**src/rtl/sim_monitor_pkg.sv**
```systemverilog
// sim_monitor_pkg: shared FSM states, drain-counter width helper and verdict codes
package sim_monitor_pkg;
  typedef enum logic [1:0] {RUN, DRAIN, DONE} state_t;
  localparam logic [1:0] VERDICT_PASS = 2'd0;
  localparam logic [1:0] VERDICT_FAIL = 2'd1;
  localparam logic [1:0] VERDICT_TIMEOUT = 2'd2;
  function automatic int drain_w(input int n);
    return (n < 1) ? 1 : $clog2(n + 1);
  endfunction
  function automatic logic [1:0] verdict(input logic timeout, input logic pass);
    return timeout ? VERDICT_TIMEOUT : pass ? VERDICT_PASS : VERDICT_FAIL;
  endfunction
endpackage

```
**src/rtl/sim_event_counter.sv**
```systemverilog
// sim_event_counter: saturating event counter with synchronous clear and freeze
module sim_event_counter #(
  parameter int W = 64
) (
  input  logic         clk,
  input  logic         clear,
  input  logic         inc,
  input  logic         freeze,
  output logic [W-1:0] count
);
  always_ff @(posedge clk)
    if (clear) count <= '0;
    else if (inc && !freeze && count != '1) count <= count + W'(1);
endmodule

```
**src/rtl/sim_halt_monitor.sv**
```systemverilog
// sim_halt_monitor: end-of-run monitor latching a pass/fail/timeout verdict after a drain window
module sim_halt_monitor
  import sim_monitor_pkg::*;
#(
  parameter int XLEN         = 32,
  parameter int CNT_W        = 64,
  parameter int MAX_CYCLES   = 10_000_000,
  parameter int DRAIN_CYCLES = 2
) (
  input  logic             clock,
  input  logic             reset,
  input  logic             io_ebreak,
  input  logic [XLEN-1:0]  io_a0,
  input  logic             io_retire,
  output logic             io_done,
  output logic             io_pass,
  output logic             io_timeout,
  output logic [XLEN-1:0]  io_exit_code,
  output logic [CNT_W-1:0] io_cycles,
  output logic [CNT_W-1:0] io_instrs
);
  localparam int DW = drain_w(DRAIN_CYCLES);
  localparam int BW = $clog2(MAX_CYCLES + 1);
  state_t state, state_d;
  logic [DW-1:0] drain_cnt;
  // budget is tracked apart from io_cycles, which may saturate before the budget ends
  logic [BW-1:0] budget;
  logic expire;
  always_comb begin
    expire = budget == BW'(MAX_CYCLES - 1);
    state_d = state == RUN ? ((io_ebreak || expire) ? DRAIN : RUN)
            : state == DRAIN ? (drain_cnt == '0 ? DONE : DRAIN) : DONE;
  end
  always_ff @(posedge clock)
    if (reset) begin
      state <= RUN;
      drain_cnt <= '0;
      budget <= '0;
      io_exit_code <= '0;
      io_timeout <= 1'b0;
      io_done <= 1'b0;
      io_pass <= 1'b0;
    end else begin
      state <= state_d;
      if (state == RUN) begin
        budget <= budget + BW'(1);
        drain_cnt <= DW'(DRAIN_CYCLES);
        if (io_ebreak) io_exit_code <= io_a0;
        else if (expire) begin
          io_timeout <= 1'b1;
          io_exit_code <= '0;
        end
      end
      if (state == DRAIN && drain_cnt != '0) drain_cnt <= drain_cnt - DW'(1);
      if (state == DRAIN && drain_cnt == '0) begin
        io_done <= 1'b1;
        io_pass <= !io_timeout && io_exit_code == '0;
      end
    end
  sim_event_counter #(.W(CNT_W)) u_cycles (
    .clk(clock), .clear(reset), .inc(1'b1), .freeze(state != RUN), .count(io_cycles)
  );
  sim_event_counter #(.W(CNT_W)) u_instrs (
    .clk(clock), .clear(reset), .inc(io_retire), .freeze(state != RUN), .count(io_instrs)
  );
endmodule

```
**config.mk**
```make
export PLATFORM = sky130hd
export DESIGN_NAME = sim_halt_monitor
export DESIGN_NICKNAME = d
export VERILOG_FILES = /design/src/rtl/sim_monitor_pkg.sv /design/src/rtl/sim_event_counter.sv /design/src/rtl/sim_halt_monitor.sv
export SDC_FILE = /design/constraint.sdc
export NUM_CORES = 1
export LEC_CHECK = 0
export BUFFER_PORTS_ARGS = -buffer_cell sky130_fd_sc_hd__buf_2
export CAP_MARGIN = 15
export CORE_AREA = 3 3 103 178
export DETAILED_ROUTE_END_ITERATION = 8
export DIE_AREA = 0 0 106 181
export GPL_TIMING_DRIVEN = 0
export PLACE_DENSITY_LB_ADDON = 0.08
export SLEW_MARGIN = 20
export SYNTH_ARGS = -nofsm -noshare
export SYNTH_HDL_FRONTEND = slang
export SYNTH_SLANG_ARGS = --single-unit
```
**constraint.sdc**
```tcl
create_clock -name clock -period 2.7 [get_ports clock]
set_input_delay 0.135 -clock clock [delete_from_list [all_inputs] [get_ports clock]]
set_output_delay 0.135 -clock clock [all_outputs]
set_load 0.05 [all_outputs]
```
==> results_dict.tcl <==
set metrics [dict create \
    place.gp.congestion 0.983 \
    worst_slew_pin_slew_ns 0.845 \
    finalSetupViolCount 0 \
    vias 10000 \
    synthCells 1127 \
    layout.nets 1433 \
    syn_avg_cell_area_um2 8.21 \
    placed_area_um2 10500 \
    drv_cap 0 \
    r2r_start "state[0]$_SDFF_PP0_" \
    synthMostInstantiatedCell "dfxtp_1" \
    final-hold-violation-count 0 \
    yosys_register_bits 191 \
    status "finished clean" \
    start_util_pct 54.3 \
    ys.warnings.count 0 \
    areaGrowthSynthToFinish_pct 27.0 \
    reg2regPathDepth 8 \
    cts_tree "built" \
    synth-edff-count 0 \
    finalCritPeriodShare_pct 97.0 \
    pwr_density_cell_nw_per_um2 502 \
    holdWs_ns 0.0578 \
    hold_end "io_timeout$_SDFFE_PP0P_" \
    yosys-top-cells-count "dfxtp_1, nor2_1, nand2_1" \
    dieArea_um2 19200 \
    path_max_fanout 10 \
    finalClockSkew_ns 0.00854 \
    clk_path_buf_depth 2 \
    overflow 0 \
    synth_top_cell_area_share_pct 41.3 \
    ant_nets 0 \
    n_fill_cell 1502 \
    drc 0 \
    fin_tns_setup_ns 0 \
    clk_latency_ns 0.44 \
    grtUsageTotal_pct 31.7 \
    min-delay-start "io_ebreak" \
    cts_buffers 17 \
    io_pins 199 \
    yosys-top-cells-area "dfxtp_1, nor2_1, xor2_1" \
    path_class "register to register" \
    finalWirelength_um 30800 \
    worst_slack_ns 0.0818 \
    vias_per_cell 6.15 \
    cts.sinks 191 \
    coreArea_um2 17000 \
    antenna_found_initial 0 \
    cts_htree_levels 4 \
    ys.flop_type "dfxtp_1" \
    slew_violations 0 \
    min_path_cells 4 \
    max-slew-margin-rel_pct 43.6 \
    peakVddDrop_mv 0.524 \
    die_h_um 181 \
    cp.arrival_ns 2.99 \
    fin_area_um2 11700 \
    r2r-end "u_instrs.count[42]$_SDFFE_PP0P_" \
    drive_gt1_share_pct 23.2 \
    pre_cts_ws_ns -0.596 \
    yosysSeqAreaShare_pct 41.3 \
    grt_setup_unrepaired "true" \
    crit_chain "or3b_1, buf_2, or4_4, nor2_4, o21ai_2, buf_6, or4_1, a21oi_1" \
    clk_pin_slew_ns 0.07 \
    hp-class "input port to register" \
    critPathSlowestCell "or4_4" \
    ctsRootBufferMaster "clkbuf_16" \
    port_buffers 197 \
    drt_iter0_drc 670 \
    p_leak_uw 0.00449 \
    grt_max_degree 17 \
    end_kind "register" \
    grt_pass1_vias 9783 \
    required_ns 3.07 \
    synth_fp_nets 1167 \
    wire_per_inst_um 18.9 \
    max_freq_mhz 382 \
    dieWidth_um 106 \
    start_kind "register" \
    place_hpwl_um 21900 \
    power_uw 5900 \
    synth.distinct_cells 52 \
    period_needed_ns 2.62 \
    postSynth.asyncResetShare_pct 0 \
    synth_area_um2 9250 \
    drt_first_pass_iters 5 \
    rows 63 \
    grt_pass1_wl_um 49500 \
    yosys.area.top_type "dfxtp_1" \
    insertedDiodeCount 0 \
    critical-path-max-stage-delay_ns 0.59 \
    reg2reg_slack_ns 0.08 \
]
## logic make-up (layout without fill, tap and decap cells)
family | count (synthesis) | in the layout | synth area share, %
adders and majority gates | 4 | 4 | 0.541
muxes | 11 | 11 | 1.33
xor gates and xnor gates | 61 | 61 | 5.78
and+or+nand+nor | 568 | 568 | 33.3
DFF | 191 | 191 | 41.3
AOI/OAI and AO/OA | 222 | 222 | 14.7
buffers and inverters | 70 | 349 | 3.03
## sequential cells by signal, indices dropped and copies added, names as in the netlist
register        count
state               2
drain_cnt           2
budget             24
u_cycles.count     64
io_exit_code       32
io_pass             1
io_timeout          1
io_done             1
u_instrs.count     64
## placed cells by master (no fill, tap or decap), drive strengths merged, types with 33 or more instances in the layout
master	count
o21ai	58
dfxtp	191
nand3	58
nor2	139
or3	43
or4	46
clkbuf	64
nor4	33
a21oi	74
nand2	79
nand4	59
o31ai	34
xor2	43
buf	231
## worst max-delay path, delay by kind of cell, from the launching register on
family / cells / cell delay, ns
flip-flops: 1 / 0.38
buffers and inverters: 2 / 0.33
AND/OR/NAND/NOR: 4 / 1.61
AO/OA/AOI/OAI: 2 / 0.23
## worst max path at each step
stage	cells after the start	end	from
2_1_floorplan	7	u_cycles.count[39]$_SDFFE_PP0P_	u_cycles.count[15]$_SDFFE_PP0P_
5_1_grt	7	u_cycles.count[28]$_SDFFE_PP0P_	u_cycles.count[33]$_SDFFE_PP0P_
3_3_place_gp	9	u_instrs.count[6]$_SDFFE_PP0P_	u_instrs.count[32]$_SDFFE_PP0P_
4_1_cts	8	u_cycles.count[45]$_SDFFE_PP0P_	u_cycles.count[9]$_SDFFE_PP0P_
3_5_place_dp	9	u_instrs.count[2]$_SDFFE_PP0P_	u_instrs.count[32]$_SDFFE_PP0P_
6_report	8	u_instrs.count[42]$_SDFFE_PP0P_	state[0]$_SDFF_PP0_
## per-layer routing
layer | vias up | track usage (%) | wire length (µm)
li1 | 4722 | - | -
met1 | 4778 | 34.6 | 11500
met2 | 436 | 56.6 | 15700
met3 | 106 | 6.90 | 2080
met4 | 0 | 16.8 | 1540
met5 | - | 0 | 0
## final cells by class
type                            count  area (µm²)  share of cell area, %
Inverter                           10        37.5                  0.320
Clock inverter                     12        88.8                  0.756
Sequential cell                   191        3840                   32.7
Buffer                             54         234                   1.99
Multi-Input combinational cell    866        5330                   45.4
Clock buffer                       20         447                   3.80
Tap cell                          227         284                   2.42
Timing Repair Buffer              253        1490                   12.7
## metrics by stage
| stage | util [%] | cells |
|---|---|---|
| floorplan | - | 1127 |
| global placement | 61.9 | 1551 |
| detailed placement | 61.9 | 1551 |
| CTS | 68.2 | 1631 |
| global route | 69.0 | 1633 |
| finish | 69.0 | 1633 |
## where the power goes
group / internal, µW / switching (µW) / total, µW / leakage [µW]
logic: 179 / 416 / 595 / 0.00267
registers: 2880 / 64.1 / 2940 / 0.00155
clock network: 1210 / 1160 / 2360 / 0.000264
total: 4260 / 1640 / 5900 / 0.00449
## timing repair
action,in CTS,in global routing
resized for setup,19,33
hold buffers,32,0
setup endpoints to repair,77,79
pin swaps,9,6
endpoints found under the hold margin,32,0
setup buffers,17,7
No activity file was read; power rests on OpenSTA's default activity.
